### config.mk
export PLATFORM = sky130hd
export DESIGN_NAME = microwave_controller
export DESIGN_NICKNAME = d
export VERILOG_FILES = /design/src/rtl/microwave_controller.sv
export SDC_FILE = /design/constraint.sdc
export NUM_CORES = 1
export LEC_CHECK = 0
export ABC_AREA = 1
export CORE_MARGIN = 10
export CORE_UTILIZATION = 50
export DETAILED_ROUTE_END_ITERATION = 8
export MAX_ROUTING_LAYER = met4
export PLACE_DENSITY = 0.77
export RECOVER_POWER = 25
export SLEW_MARGIN = 20
export SYNTH_ARGS = -nofsm -noshare
export SYNTH_HDL_FRONTEND = slang
export SYNTH_SLANG_ARGS = --single-unit
### constraint.sdc
create_clock -name clk -period 1.86 [get_ports clk]
set_input_delay 0.279 -clock clk [delete_from_list [all_inputs] [get_ports clk]]
set_output_delay 0.279 -clock clk [all_outputs]
set_load 0.02 [all_outputs]
### src/rtl/microwave_controller.sv
// ---------------------------------------------------------------------------
// microwave_controller
//
// Purpose:
//   Front-panel sequencer for an M:SS countdown timer built from three BCD
//   digit counters. It collects keypad digits into an entry register, loads
//   that entry into the timer, and gates the timer's decrement with a
//   1-second tick taken from a clock prescaler. It also drives the magnetron
//   and the beeper. Door, start and stop events are handled by a 5-state FSM.
//
// Parameters:
//   TICK_DIV     clk cycles per 1-second tick
//   BEEP_CYCLES  cycles the beeper stays on at the end of cooking
//
// Ports:
//   clk            in   system clock, rising edge
//   clear          in   synchronous active-high reset
//   key_valid      in   one-cycle strobe qualifying key_digit
//   key_digit      in   BCD keypad digit (values above 9 are ignored)
//   start          in   start/resume request level
//   stop           in   pause/cancel request level
//   door_closed    in   1 = door shut
//   tc_min         in   timer minutes digit is zero
//   tc_sec_tens    in   timer seconds-tens digit is zero
//   tc_sec_ones    in   timer seconds-ones digit is zero
//   timer_load_n   out  active-low load strobe to the timer
//   timer_clear_n  out  active-low clear to the timer
//   timer_enable   out  one-cycle decrement strobe to the timer
//   min_set        out  entry minutes digit
//   sec_tens_set   out  entry seconds-tens digit
//   sec_ones_set   out  entry seconds-ones digit
//   magnetron_on   out  heating element enable
//   beep           out  end-of-cook beeper
//   err            out  one-cycle pulse when start is rejected (tens > 5)
//   state          out  IDLE=0 LOAD=1 COOK=2 PAUSE=3 DONE=4
// ---------------------------------------------------------------------------
module microwave_controller #(
  parameter int TICK_DIV    = 100,
  parameter int BEEP_CYCLES = 4
) (
  input  logic       clk,
  input  logic       clear,
  input  logic       key_valid,
  input  logic [3:0] key_digit,
  input  logic       start,
  input  logic       stop,
  input  logic       door_closed,
  input  logic       tc_min,
  input  logic       tc_sec_tens,
  input  logic       tc_sec_ones,
  output logic       timer_load_n,
  output logic       timer_clear_n,
  output logic       timer_enable,
  output logic [3:0] min_set,
  output logic [3:0] sec_tens_set,
  output logic [3:0] sec_ones_set,
  output logic       magnetron_on,
  output logic       beep,
  output logic       err,
  output logic [2:0] state
);

  typedef enum logic [2:0] {
    IDLE  = 3'd0,
    LOAD  = 3'd1,
    COOK  = 3'd2,
    PAUSE = 3'd3,
    DONE  = 3'd4
  } state_t;

  localparam int PW = (TICK_DIV > 1) ? $clog2(TICK_DIV) : 1;
  localparam int BW = (BEEP_CYCLES > 1) ? $clog2(BEEP_CYCLES) : 1;
  localparam logic [PW-1:0] PRE_LAST  = PW'(TICK_DIV - 1);
  localparam logic [BW-1:0] BEEP_LAST = BW'(BEEP_CYCLES - 1);

  state_t        cur_state;
  state_t        next_state;
  logic [PW-1:0] prescaler;
  logic [PW-1:0] prescaler_d;
  logic [BW-1:0] beep_cnt;
  logic [BW-1:0] beep_cnt_d;
  logic [3:0]    min_d;
  logic [3:0]    sec_tens_d;
  logic [3:0]    sec_ones_d;
  logic          load_n_d;
  logic          clear_n_d;
  logic          enable_d;
  logic          magnetron_d;
  logic          beep_d;
  logic          err_d;

  logic timer_zero;
  logic entry_zero;
  logic tens_bad;
  logic digit_ok;
  logic start_ok;

  assign timer_zero = tc_min & tc_sec_tens & tc_sec_ones;
  assign entry_zero = (min_set == 4'd0) && (sec_tens_set == 4'd0) && (sec_ones_set == 4'd0);
  assign tens_bad   = (sec_tens_set > 4'd5);
  assign digit_ok   = key_valid && (key_digit <= 4'd9);
  assign start_ok   = start && door_closed && !entry_zero;
  assign state      = cur_state;

  // State register.
  always_ff @(posedge clk) begin
    if (clear) begin
      cur_state <= IDLE;
    end else begin
      cur_state <= next_state;
    end
  end

  // Next-state logic. Within each state stop outranks the door, which
  // outranks start. A timer reading of zero only ends cooking when no
  // decrement is in flight, so 0:00 is never decremented.
  always_comb begin
    next_state = cur_state;
    case (cur_state)
      IDLE: begin
        if (!stop && start_ok && !tens_bad) next_state = LOAD;
      end
      LOAD: next_state = COOK;
      COOK: begin
        if (stop || !door_closed)              next_state = PAUSE;
        else if (timer_zero && !timer_enable)  next_state = DONE;
      end
      PAUSE: begin
        if (stop)                      next_state = IDLE;
        else if (door_closed && start) next_state = COOK;
      end
      DONE: begin
        if (stop || !door_closed || (beep_cnt == BEEP_LAST)) next_state = IDLE;
      end
      default: next_state = IDLE;
    endcase
  end

  // Output logic: computes the value every registered output takes on the
  // next edge. Magnetron and beep follow the state being entered so they
  // switch on the same edge as the state change. If cooking is interrupted
  // on the very cycle the enable fires, that second is already consumed, so
  // the prescaler wraps instead of holding; otherwise resuming would fire a
  // second enable immediately.
  always_comb begin
    min_d       = min_set;
    sec_tens_d  = sec_tens_set;
    sec_ones_d  = sec_ones_set;
    load_n_d    = 1'b1;
    clear_n_d   = 1'b1;
    err_d       = 1'b0;
    prescaler_d = prescaler;
    beep_cnt_d  = '0;
    magnetron_d = (next_state == COOK);
    beep_d      = (next_state == DONE);
    case (cur_state)
      IDLE: begin
        if (stop) begin
          min_d      = 4'd0;
          sec_tens_d = 4'd0;
          sec_ones_d = 4'd0;
          clear_n_d  = 1'b0;
        end else if (start_ok) begin
          if (tens_bad) err_d    = 1'b1;
          else          load_n_d = 1'b0;
        end else if (digit_ok) begin
          min_d      = sec_tens_set;
          sec_tens_d = sec_ones_set;
          sec_ones_d = key_digit;
        end
      end
      LOAD: prescaler_d = '0;
      COOK: begin
        if (next_state == COOK || prescaler == PRE_LAST) begin
          prescaler_d = (prescaler == PRE_LAST) ? '0 : prescaler + PW'(1);
        end
      end
      PAUSE: begin
        if (stop) begin
          min_d      = 4'd0;
          sec_tens_d = 4'd0;
          sec_ones_d = 4'd0;
          clear_n_d  = 1'b0;
        end
      end
      DONE: begin
        beep_cnt_d = beep_cnt + BW'(1);
        if (next_state == IDLE) begin
          min_d      = 4'd0;
          sec_tens_d = 4'd0;
          sec_ones_d = 4'd0;
        end
      end
      default: ;
    endcase
    enable_d = (next_state == COOK) && (prescaler_d == PRE_LAST);
  end

  // Output and datapath registers.
  always_ff @(posedge clk) begin
    if (clear) begin
      min_set       <= 4'd0;
      sec_tens_set  <= 4'd0;
      sec_ones_set  <= 4'd0;
      timer_load_n  <= 1'b1;
      timer_clear_n <= 1'b0;
      timer_enable  <= 1'b0;
      magnetron_on  <= 1'b0;
      beep          <= 1'b0;
      err           <= 1'b0;
      prescaler     <= '0;
      beep_cnt      <= '0;
    end else begin
      min_set       <= min_d;
      sec_tens_set  <= sec_tens_d;
      sec_ones_set  <= sec_ones_d;
      timer_load_n  <= load_n_d;
      timer_clear_n <= clear_n_d;
      timer_enable  <= enable_d;
      magnetron_on  <= magnetron_d;
      beep          <= beep_d;
      err           <= err_d;
      prescaler     <= prescaler_d;
      beep_cnt      <= beep_cnt_d;
    end
  end

endmodule

; ---- Yosys cells after proc, flatten, opt, wreduce, memory -nomap -nowiden
; Cells that the tools add are included.
[op_classes]
mux = 27
eq_ne = 13
order_cmp = 2
shifts = 0
n_div = 0
n_reduce_logical = 27
bitwise = 5
mul = 0
n_addsub = 2
[ops]
columns = op, n
row1 = $mux W4, 11
row2 = $pmux W4 S3, 3
row3 = $mux W3, 6
row4 = $pmux W3 S5, 1
row5 = $eq A7 B7 Y1 const B, 2
row6 = $mux W7, 2
row7 = $pmux W7 S2, 1
row8 = $logic_not A4 Y1, 3
row9 = $eq A3 B2 Y1 const B, 3
row10 = $logic_and A1 B1 Y1, 9
row11 = $add A7 B1 Y7 const B, 1
row12 = $eq A3 B3 Y1 const B, 2
row13 = $logic_not A3 Y1, 2
row14 = $ne A3 B3 Y1 const B, 2
row15 = $logic_not A1 Y1, 5
row16 = $reduce_and A5 Y1, 1
row17 = $gt A4 B3 Y1 const B, 1
row18 = $le A4 B4 Y1 const B, 1
row19 = $ne A2 B2 Y1 const B, 2
row20 = $reduce_or A2 Y1, 2
row21 = $reduce_or A4 Y1, 1
row22 = $eq A3 B1 Y1 const B, 1
row23 = $logic_or A1 B1 Y1, 3
row24 = $mux W1, 3
row25 = other kinds (5), 8
[totals]
mem_count = 0
elab_cells = 88
ram_bits = 0
mem_bits_ro = 0
regBits = 30
latch_bits = 0

; ---- Logic depth before layout (Yosys ltp)
; Gate-level depths: netlist of run 1.
[depth]
ltp_word = 15
ltp_mapped = 15
ltp_nobuf = 15

; ---- Worst setup path before layout of run 1
; OpenSTA, ideal clock, no wires.
[synth_path]
path_kind = register to register
start = register cur_state[1], in the netlist state[1]
end = register timer_enable
stages_incl_launch_ff = 12
path_slack_ns = 0.117
t_required_ns = 1.749
synth_period_minus_slack_ns = 1.743
path_buffers = 1
arrival_time_ns = 1.632
cell_sequence = dfxtp_1 > inv_2 > nor3_4 > nand2_1 > nand2_1 > nand3_2 > buf_6 > or2_1 > nand3_1 > nor2_1 > nand3_1 > nor2_1
[synth_between]
elab_chain_cells = 9
word_cells_on_any_way = 18
classes_between = eq/ne (6) / mux (9) / reduce/logical (3)
[synth_rtl]
columns = item, line_no
row1 = from (decl), 76  ; state_t cur_state;
row2 = from (signal assigned), 110  ; cur_state <= next_state;
row3 = $mux W3 (on tied branches), "130, 126"
row4 = $mux W3 (on tied branches), "129, 125"
row5 = $pmux W3 S5, 119  ; case (cur_state)
row6 = $eq A3 B2 Y1, "174, 196"
row7 = $logic_or A1 B1 Y1, 174  ; if (next_state == COOK || prescaler == PRE_LAST) begin
row8 = $mux W7, 174
row9 = $pmux W7 S2, 156  ; case (cur_state)
row10 = $eq A7 B7 Y1, 196  ; enable_d = (next_state == COOK) && (prescaler_d == PRE_LAST);
row11 = $logic_and A1 B1 Y1 *, 196
row12 = to (signal assigned), 219  ; timer_enable <= enable_d;
row13 = to (decl), 53  ; output logic timer_enable,
; Mark *: on every way between the ends. The rest lies on a longest branch, timed or not.
; A chain may end at the register's enable or synchronous reset.

; ---- Final worst setup path of run 1
[layout_path]
start = register cur_state[0], in the netlist state[0]
end = register prescaler[0]
[layout_between]
elab_chain_cells = 7
word_cells_on_any_way = 16
classes_between = eq/ne (5) / mux (9) / reduce/logical (2)
[layout_rtl]
columns = item, line_no
row1 = $mux W3 (on tied branches), "130, 126"
row2 = $mux W3 (on tied branches), "129, 125"
row3 = $pmux W3 S5, 119
row4 = $eq A3 B2 Y1, 174
row5 = $logic_or A1 B1 Y1, 174
row6 = $mux W7, 174
row7 = $pmux W7 S2 *, 156
row8 = to (signal assigned), 223  ; prescaler <= prescaler_d;
row9 = to (decl), 78  ; logic [PW-1:0] prescaler;
; Marks and branches as above.

==> results.md, run 1 <==
Power:
- For this design the static power due to leakage is 0.937 nW.
- The share of total power dissipated in sequential elements is 45.0%.
- The switching part of the total power is 31.8%.
- The power density over the cells is 698 nW/um^2.
- For this design the total switching power over the nets is 0.499 mW.
- The maximum ir drop on the vdd rail is 0.000459 V.
- The internal power component is 1.07 mW.
- The part of the power in combinational logic is 29.2%.
- The share of total power in the clock network is 25.8%.

Global route:
- The number of global-route vias before repair was 1645.
- Global routing used 14.4% of the available tracks across all layers.
- The number of antenna violations at the first check in global routing is 0.
- The residual overflow from global routing is 0.
- The first global-routing pass estimated 7040 microns of wire.
- Entering global routing, the biggest net connects 25 pins.

Synth:
- Sequential elements use 38.0% of the synthesized area.
- The total nets after synthesis is 233.
- Synthesis handed over a netlist of 218 instances.
- The cell area that synthesis handed to floorplanning was 1580 sq um.
- In this run the mean area of a mapped cell was 7.25 sq um.
- The count of synthesis-stage warnings from yosys is 0.
- Counting distinct cell types in the post-synthesis netlist gives 36.
- Counting flops and latches in the post-synthesis netlist gives 30.

Floorplan:
- The core region is 3050 sq um.
- The horizontal extent of the die is 76.2 microns.
- The number of primary I/O pins is 34.
- The die area is 5810 sq um.
- Once the floorplan was initialized, standard cells occupied 51.8% of the core.
- The number of rows created at floorplan is 20.
- The die boundary height is 76.2 microns.

Worst setup path:
- STA classifies the critical path endpoint as a register.
- The critical path is of the reg -> reg type.
- The required arrival time at the worst endpoint is 2070 ps.
- The maximum net fanout on the critical path is 5.
- The critical path launch point type is a register.
- The data arrival time of the critical path is 1960 ps.

Timing:
- The final count of hold timing violations is 0.
- The worst path needs 1750 ps of the cycle, external delays included.
- After layout, the worst path uses 93.9% of the clock period.
- The final worst clock skew is 2.95 ps.
- The fmax is 573 MHz.
- The count of final setup violators is 0.
- The number of slew-limit violations in the final report was 0.
- The summed negative setup slack over all endpoints is 0 ps.
- The transition at the pin with the smallest max-transition slack is 340 ps.
- The worst pin sits at a relative slew slack of 77.3%.

Clock tree:
- The number of clock buffers inserted by TritonCTS is 5.
- The clock net in this run drives a total of 30 sinks.
- The maximum root-to-sink buffer count is 2.
- The TritonCTS clock tree is done.
- The H-tree depth reported by CTS is 2.
- Hold repair after CTS inserted 0 buffers.
- The root buffer cell is sky130_fd_sc_hd__clkbuf_4.
- The clock edge transition at the registers on the reported setup and hold paths is 90 ps.
- The later-pin clock latency in the skew report is 320 ps.

Status:
- The run finished with clean final reports.

Placed design:
- The placed wire-length estimate is 2980 microns.
- Input and output buffers added on the ports amount to 33.
- Once placement completed, the tool counted placed cells totaling 307.
- At the end of routability-driven placement, the weighted congestion stood at 0.918.

Final layout:
- The fill cell instance count of the final layout is 252.
- Relative to the synthesized area, the layout overhead comes to 42.2%.
- The leading cell type in the layout, fill and taps excluded is sky130_fd_sc_hd__nand2_1.
- In the layout the commonest cells are sky130_fd_sc_hd__nand2_1 (40), sky130_fd_sc_hd__clkdlybuf4s50_1 (32), sky130_fd_sc_hd__inv_1 (25), sky130_fd_sc_hd__dfxtp_1 (25), sky130_fd_sc_hd__buf_4 (23).
- 0 antenna diodes ended up in the layout.
- The number of standard cells in the final layout excluding fillers is 321.
- In the final design database the tool counted 291 nets.
- The layout cell share with drive strength beyond 1 is 23.1%.
- Cells fill 73.7% of the core in the end.

Detailed routing:
- The final layout contains routed wiring with a total length of 4190 microns.
- Detailed routing inserted a total of 1673 vias.
- The number of nets with antenna violations after routing is 0.
- The number of iterations in the first detailed-routing pass is 5.
- The per-cell routed wire length is 13.1 microns.
- After detailed routing, the number of remaining DRC violations is 0.
- The detailed router finished its first iteration with 191 violations.
- Dividing the detail-routed via count by the number of cells gives 5.21.

Min path:
- The min-delay analysis places its worst path in the category in -> reg.

Run:
- The tool flagged a number of max-cap violations equal to 0.
==> final cells by class <==
type                    instances  area, sq um  area share [%]
multi-input cells             154          895            39.8
flip-flops and latches         30          609            27.1
repair buffers                 57          526            23.4
well taps                      44         55.1            2.45
inverters                      28          105            4.67
clock inverters                 1         5.00           0.222
clock buffers                   7         55.1            2.45
==> power groups by stage <==
stage          registers (mW)  clock network [mW]  logic, mW
2_1_floorplan           0.755                   0      0.222
3_3_place_gp            0.719                   0      0.412
3_5_place_dp            0.719                   0      0.416
4_1_cts                 0.704               0.418      0.421
5_1_grt                 0.711               0.445      0.507
6_report                0.707               0.404      0.459
==> cells by family after synthesis <==
group / synth area share (%)
simple gates: 36.1
fa+ha+maj: 1.58
flops: 38.0
xor+xnor: 1.11
compound gates: 13.5
buf+inv: 9.81
==> Yosys cell counts (all sizes together) <==
master / count / share of area (%)
a211oi: 4 / 2.8
a21boi: 1 / 0.47
a21o: 1 / 0.47
a21oi: 21 / 6.6
a31oi: 1 / 0.40
and2: 1 / 0.40
and3: 1 / 0.40
buf: 6 / 2.9
clkbuf: 1 / 0.24
dfxtp: 30 / 38
ha: 2 / 1.6
inv: 28 / 6.6
nand2: 45 / 11
nand3: 19 / 7.0
nand3b: 11 / 5.2
nand4: 3 / 1.2
nor2: 23 / 6.2
nor3: 7 / 3.2
nor4: 1 / 0.40
o21ai: 6 / 2.1
o21bai: 1 / 0.47
or2: 3 / 1.2
xor2: 2 / 1.1
==> critical path: stages, from the launching register on <==
cell                      delay (ps)
sky130_fd_sc_hd__dfxtp_2         360
sky130_fd_sc_hd__buf_4           150
sky130_fd_sc_hd__nor3_4          230
sky130_fd_sc_hd__nand2_2         110
sky130_fd_sc_hd__nand2_4          90
sky130_fd_sc_hd__nand3_4         110
sky130_fd_sc_hd__buf_4           160
sky130_fd_sc_hd__or2_1           200
sky130_fd_sc_hd__nand3_1         100
sky130_fd_sc_hd__buf_4           110
sky130_fd_sc_hd__nor2_1           30
==> repair_timing <==
item,in CTS,in global routing
setup endpoints to repair,0,20
gates resized for setup,0,24
buffers inserted,0,5
==> final timing paths <==
kind | from | endpoint | cells past startpoint | slack (ps)
min reg2reg | beep_cnt[0] | beep_cnt[0] | 1 | 440
max reg2reg | state[0] | prescaler[0] | 10 | 110
min | stop | timer_clear_n | 3 | 350
max | state[0] | prescaler[0] | 10 | 110
==> flip-flops by register name (all words and copies together), names as in the netlist <==
signal         cells
magnetron_on       1
timer_load_n       1
sec_tens_set       4
state              3
beep               1
min_set            4
sec_ones_set       4
err                1
timer_enable       1
prescaler          7
timer_clear_n      1
beep_cnt           2
==> metrics by stage <==
step | instance area, sq um | hold WS [ps] | total power [mW] | setup WS (ps)
floorplan | 1580 | 375 | 0.977 | 117
finish | 2250 | 347 | 1.57 | 113
CTS | 2130 | 440 | 1.54 | 2.37
detailed placement | 2070 | 427 | 1.14 | -260
global route | 2250 | 353 | 1.66 | -52.7
global placement | 2070 | 421 | 1.13 | -207
==> metal layers <==
layer	track usage [%]	part of all wire, %	wire length, microns	vias to the layer above
met1	16.9	44	1840	756
met4	4.28	1.2	49	0
met2	22.8	47	1970	79
met5	-	0	0	-
met3	4.72	8.0	335	6
li1	-	-	-	832
Note: power is estimated with default switching activity, not from simulation.
==> inputs of run 2 (changes only) <==
Settings changed: CORE_UTILIZATION 50 to 54, PLACE_DENSITY 0.77 to 0.82.
Clock period 1.86 ns to 2.25 ns, I/O delays scaled along.
==> results.md, run 2 (synthesis results as in run 1) <==
Timing:
- The worst relative slew slack is 19.8% (-57 points).
- The share of the clock period used by the worst path is 90.9%.
- The worst hold slack is 433 ps (+85.7 ps).
- The number of slew-limit violations in the final report was 0 (unchanged).
- Derived from the worst setup path, the maximum achievable clock frequency is 489 MHz.
- The count of final setup violators is 0 (unchanged).
- The summed negative setup slack over all endpoints came to 0 ps (unchanged).
- The final worst clock skew came to 4.90 ps (+1.94 ps).
- The transition at the pin with the smallest max-transition slack came to 1200 ps (+862 ps).
- The final count of hold timing violations came to 0 (unchanged).
- Setup repair after global routing left no endpoint under its margin.
- The clock period could shrink to 2050 ps.

Final layout:
- The layout cell share with drive strength beyond 1 came to 9.80% (-13 points).
- The number of standard cells in the final layout excluding fillers is 286 (-11%).
- The fill cell instance count of the final layout was 247 (-2.0%).
- The antenna diode instance count is 0 (unchanged).
- Leaving out fill and tap cells, the most frequent cells in the layout are sky130_fd_sc_hd__nand2_1 (44), sky130_fd_sc_hd__dfxtp_1 (30), sky130_fd_sc_hd__clkdlybuf4s50_1 (29), sky130_fd_sc_hd__inv_1 (27), sky130_fd_sc_hd__a21oi_1 (21).
- The synthesis-to-layout area growth is 25.2%.
- The flip-flop count of the largest register, all copies and words added is 7 (unchanged).
- The net count of the finished layout was 269 (-7.6%).
- Leaving out fill and tap cells, the most frequent cell in the layout is sky130_fd_sc_hd__nand2_1.
- The post-route core utilization came to 71.2% (-2.5 points).
- The register bank with the most flops is prescaler.

Detailed routing:
- The number of iterations in the first detailed-routing pass was 4 (-1).
- The number of nets with antenna violations after routing is 0 (unchanged).
- The aggregate routed wire length is 3790 microns (-9.7%).
- The total via count after detailed routing is 1520 (-9.1%).
- The number of violations reported at the end of detailed-routing iteration 0 came to 98 (-49%).
- The post-detailed-route DRC marker count is 0 (unchanged).
- The number of vias per cell after detailed routing is 5.31 (+2.0%).
- The per-cell routed wire length is 13.2 microns (+1.4%).

Clock tree:
- The later-pin clock latency in the skew report is 320 ps (about the same).
- The quantity of gates resized following cts is 0 (unchanged).
- The number of setup buffers added after CTS is 0 (unchanged).
- The TritonCTS clock tree is done.
- The clock edge transition at the registers on the reported setup and hold paths was 90 ps (about the same).
- The H-tree depth reported by CTS is 2 (unchanged).
- The number of clock buffers inserted by TritonCTS is 5 (unchanged).
- The number of sinks driven by the clock tree came to 30 (unchanged).
- The root buffer cell chosen for the clock tree is sky130_fd_sc_hd__clkbuf_4.
- The maximum root-to-sink buffer count is 2 (unchanged).
- The total of hold buffers inserted after clock tree synthesis is 0 (unchanged).

Global route:
- The number of antenna violations at the first check in global routing is 0 (unchanged).
- The residual overflow from global routing is 0 (unchanged).
- The maximum number of pins on one net before global-route repair is 26 (+4.0%).
- The number of global-route vias before repair is 1491 (-9.4%).
- The first-pass GRT wire length is 6530 microns (-7.2%).
- The overall track demand over capacity in global routing is 15.1% (+0.71 points).

Floorplan:
- The die area is 5490 sq um (-5.5%).
- The placeable core region is 2780 sq um (-8.9%).
- The starting density of the core is 56.9% (+5.1 points).
- The number of primary I/O pins is 34 (unchanged).
- The die boundary height is 74.1 microns (-2.8%).
- The horizontal extent of the die was 74.1 microns (-2.8%).
- The number of rows created at floorplan was 19 (-5.0%).

Worst setup path:
- The critical path launch point type is an input port.
- The startpoint of the worst setup timing path is clear.
- The launch instance of the worst register-to-register path is state[2].
- The type of the setup path with the least slack is in -> reg.
- The maximum net fanout on the critical path is 25 (+20).
- The stage delay of the slowest cell on the critical path is 890 ps (+530 ps).
- The sum of buffers and inverters on the critical path is 3 (unchanged).
- Among cell families on the critical path, the largest total delay comes from buffers and inverters.
- The largest individual stage delay along the critical path comes from the cell sky130_fd_sc_hd__clkbuf_1.
- The required arrival time at the worst endpoint is 2440 ps (+370 ps).
- The element type at the critical path end is a register.
- The data arrival time of the critical path is 2230 ps (+270 ps).
- The critical path goes through dlygate4sd3_1 -> clkbuf_1 -> inv_1 -> o21ai_0 -> a21oi_1.

Status:
- The run finished with clean final reports.

Power:
- The leakage power of the design was 0.820 nW (-12%).
- The power density over the cells came to 617 nW/um^2 (-12%).
- The maximum ir drop on the vdd rail is 0.000440 V (-4.3%).

Min path:
- The critical hold path startpoint is beep_cnt[0].
- The worst hold path class is reg -> reg.

Placed design:
- The placed wire-length estimate was 2850 microns (-4.3%).
- The placed cell count is 278 (-9.4%).
- The final estimated routing congestion in global placement was 0.945 (+3.0%).
- The total of buffers placed on input and output ports is 33 (unchanged).

Run:
- The number of maximum-capacitance violations is 0 (unchanged).
==> run 2: worst reg2reg max path: stages, from the launching register on <==
cell	delay (ps)
sky130_fd_sc_hd__dfxtp_1	530
sky130_fd_sc_hd__inv_1	140
sky130_fd_sc_hd__nor2_2	200
sky130_fd_sc_hd__inv_1	90
sky130_fd_sc_hd__nor3_2	170
sky130_fd_sc_hd__nor2_1	90
sky130_fd_sc_hd__o21ai_2	330
sky130_fd_sc_hd__nand3b_1	200
sky130_fd_sc_hd__a21oi_1	60
==> run 2: metal layers <==
metal | vias up | track usage [%] | share of wire (%) | wire length [microns]
li1 | 791 | - | - | -
met1 | 681 | 19.3 | 49 | 1870
met2 | 41 | 22.5 | 44 | 1650
met3 | 7 | 3.59 | 5.7 | 214
met4 | 0 | 5.38 | 1.3 | 48
met5 | - | - | 0 | 0
==> run 2: area by class of cell <==
type                            instances  area [sq um]  area share [%]
Multi-Input combinational cell        153           826            41.7
Sequential cell                        30           601            30.3
Timing Repair Buffer                   36           349            17.6
Inverter                               28           105            5.31
Clock buffer                            7          55.1            2.78
Tap cell                               31          38.8            1.96
Clock inverter                          1          5.00           0.253
==> run 2: per-stage QoR <==
step / instance area [sq um] / setup slack [ps] / total power [mW]
CTS: 1980 / 328 / 1.23
floorplan: 1580 / 507 / 0.808
detailed placement: 1920 / 46.1 / 0.902
global placement: 1920 / 118 / 0.900
finish: 1980 / 204 / 1.22
global route: 1980 / 18.5 / 1.29
==> run 2: power by group <==
part           switching (mW)  leakage (nW)  total, mW  internal, mW
Sequential             0.0253         0.244      0.584         0.558
Clock                   0.181        0.0353      0.332         0.151
Combinational           0.178         0.541      0.305         0.127
Total                   0.384         0.820       1.22         0.836
==> run 2: final timing paths <==
check,cells past startpoint,slack (ps),to
setup / recovery,5,200,sec_tens_set[2]
hold / removal,1,430,beep_cnt[0]
setup reg to reg,8,260,sec_ones_set[1]
hold reg to reg,1,430,beep_cnt[0]
==> inputs of run 3 (changes only) <==
Settings changed: SETUP_SLACK_MARGIN set to 0.5.
==> results.md, run 3 (synthesis results as in run 1) <==
Status:
- The run finished with clean final reports.

Floorplan:
- The placeable core region is 2780 sq um (unchanged).
- The starting density of the core is 56.9% (unchanged).
- The die boundary height is 74.1 microns (unchanged).
- The die area came to 5490 sq um (unchanged).
- The horizontal extent of the die is 74.1 microns (unchanged).
- The number of rows created at floorplan is 19 (unchanged).
- The number of primary I/O pins is 34 (unchanged).

Timing:
- The transition at the pin with the smallest max-transition slack is 431 ps (-771 ps).
- The minimum clock period is 1880 ps (-171 ps).
- The share of the clock period used by the worst path is 83.3% (-7.6 points).
- The final worst clock skew was 9.71 ps (+4.81 ps).
- The fmax came to 533 MHz (+9.1%).
- The count of final setup violators is 0 (unchanged).
- The final count of hold timing violations is 0 (unchanged).
- The summed negative setup slack over all endpoints is 0 ps (unchanged).
- Setup repair after global routing could not meet its margin everywhere.
- The worst relative slew slack came to 71.3% (+51 points).
- The number of slew-limit violations in the final report is 0 (unchanged).

Worst setup path:
- The type of the setup path with the least slack is reg -> reg.
- The data arrival time of the critical path came to 2150 ps (-80 ps).
- The stage delay of the slowest cell on the critical path is 510 ps (-380 ps).
- STA classifies the critical path startpoint as a register.
- The maximum net fanout on the critical path was 6 (-76%).
- The largest individual stage delay along the critical path comes from the cell sky130_fd_sc_hd__dfxtp_1.
- The required arrival time at the worst endpoint was 2530 ps (+90 ps).
- STA classifies the critical path endpoint as a register.
- The critical path goes through nand2_1 -> nor2_4 -> nand2_1 -> o21ai_2 -> inv_2 -> nand3_4 -> or2_1 -> nand3_1 -> nor2_1 -> nand3_1 -> nor2_1.

Min path:
- The worst hold path belongs to the class in -> reg.

Final layout:
- The net count of the finished layout was 278 (+3.3%).
- The total non-filler cell area in the finished layout is 2220 sq um (+12%).
- Leaving out fill and tap cells, the most frequent cells in the layout are sky130_fd_sc_hd__nand2_1 (38), sky130_fd_sc_hd__clkdlybuf4s50_1 (29), sky130_fd_sc_hd__inv_1 (24), sky130_fd_sc_hd__a21oi_1 (19), sky130_fd_sc_hd__dfxtp_1 (19).
- The fill cell instance count of the final layout is 196 (-21%).
- The post-route core utilization is 80.0% (+8.8 points).
- The layout cell share with drive strength beyond 1 is 26.1% (+16 points).
- The synthesis-to-layout area growth is 40.7%.
- Leaving out fill and tap cells, the most frequent cell in the layout is sky130_fd_sc_hd__nand2_1.
- The antenna diode instance count is 0 (unchanged).
- More flip-flops sit in one register than any other, and that register is prescaler.
- The flip-flop count of the largest register, all copies and words added is 7 (unchanged).

Global route:
- The first-pass GRT wire length is 6780 microns (+3.7%).
- The residual overflow from global routing is 0 (unchanged).
- The overall track demand over capacity in global routing is 15.7% (+0.64 points).
- The most heavily used metal layer in global routing is met2.
- The number of global-route vias before repair is 1506 (+1.0%).
- The met3 capacity usage during global routing was 3.86% (+0.27 points).
- The number of antenna violations at the first check in global routing is 0 (unchanged).
- The met1 routing resource usage after global routing is 20.6% (+1.3 points).
- The maximum number of pins on one net before global-route repair came to 26 (unchanged).
- The fraction of met2 tracks used by global routing came to 22.8% (+0.28 points).

Power:
- The maximum ir drop on the vdd rail came to 0.000592 V (+35%).
- The power density over the cells is 597 nW/um^2 (-3.2%).
- The leakage power of the design is 0.890 nW (+8.6%).

Placed design:
- The post-detailed-placement cell area is 1920 sq um (unchanged).
- The final estimated routing congestion in global placement was 0.945 (unchanged).
- The placed wire-length estimate is 2850 microns (unchanged).
- The total of buffers placed on input and output ports is 33 (unchanged).

Detailed routing:
- The aggregate routed wire length is 4850 microns (+28%).
- The number of iterations in the first detailed-routing pass is 5 (+1).
- The total via count after detailed routing is 1703 (+12%).
- The post-detailed-route DRC marker count is 0 (unchanged).
- The number of violations reported at the end of detailed-routing iteration 0 is 87 (-11%).
- The number of nets with antenna violations after routing is 0 (unchanged).
- The per-cell routed wire length is 16.4 microns (+24%).
- The number of vias per cell after detailed routing came to 5.77 (+8.6%).

Clock tree:
- The clock edge transition at the registers on the reported setup and hold paths is 100 ps (about the same).
- The number of sinks driven by the clock tree is 30 (unchanged).
- The total of hold buffers inserted after clock tree synthesis was 0 (unchanged).
- The maximum root-to-sink buffer count is 2 (unchanged).
- The TritonCTS clock tree is done.
- The H-tree depth reported by CTS came to 2 (unchanged).
- The number of clock buffers inserted by TritonCTS came to 5 (unchanged).
- The cell sitting at the root of the clock tree is a sky130_fd_sc_hd__clkbuf_4.
- The later-pin clock latency in the skew report is 340 ps (+20 ps).

Run:
- The number of maximum-capacitance violations is 0 (unchanged).
==> run 3: path summary, 6_finish.rpt <==
kind | slack [ps] | cells past startpoint | from | endpoint
setup / recovery | 370 | 11 | state[0] | timer_enable
hold / removal | 370 | 3 | stop | timer_clear_n
setup reg to reg | 370 | 11 | state[0] | timer_enable
hold reg to reg | 460 | 1 | beep_cnt[0] | beep_cnt[0]
==> run 3: worst max-delay path: cells and delay by family (launching register included) <==
kind                   cells  cell delay, ps
AO/OA/AOI/OAI              1             150
flip-flops                 1             510
AND/OR/NAND/NOR            9            1080
buffers and inverters      1              80
==> run 3: report_power, final <==
part / internal, mW / switching [mW]
Clock: 0.151 / 0.190
Sequential: 0.558 / 0.0290
Combinational: 0.164 / 0.236
==> run 3: per-layer routing <==
layer,share of wire [%],wire length [microns]
met1,46,2220
met2,46,2230
met3,6.3,307
met4,1.8,85
met5,0,0
==> run 3: area by class of cell <==
type                       instances  area, sq um  area share [%]
clock buffer                       7         55.1            2.47
clock inverter                     1         5.00           0.225
inverter                          28          105            4.72
multi-input combinational        157         1010            45.3
sequential                        30          624            28.1
tap                               31         38.8            1.74
timing repair buffer              41          389            17.5
==> run 3: metrics by stage <==
| stage | instances | total power, mW | setup WS (ps) | hold slack [ps] |
|---|---|---|---|---|
| CTS | 288 | 1.25 | 501 | 437 |
| global placement | 278 | 0.900 | 118 | 419 |
| detailed placement | 278 | 0.902 | 46.1 | 423 |
| finish | 295 | 1.33 | 375 | 369 |
| floorplan | 218 | 0.808 | 507 | 406 |
| global route | 295 | 1.38 | 205 | 395 |
==> run 3: timing repair <==
action,4_1_cts,5_1_grt
buffers inserted,1,4
pin swaps,4,13
resized for setup,13,45
endpoints found under the hold margin,0,0
setup endpoints to repair,19,23
cloned,1,3
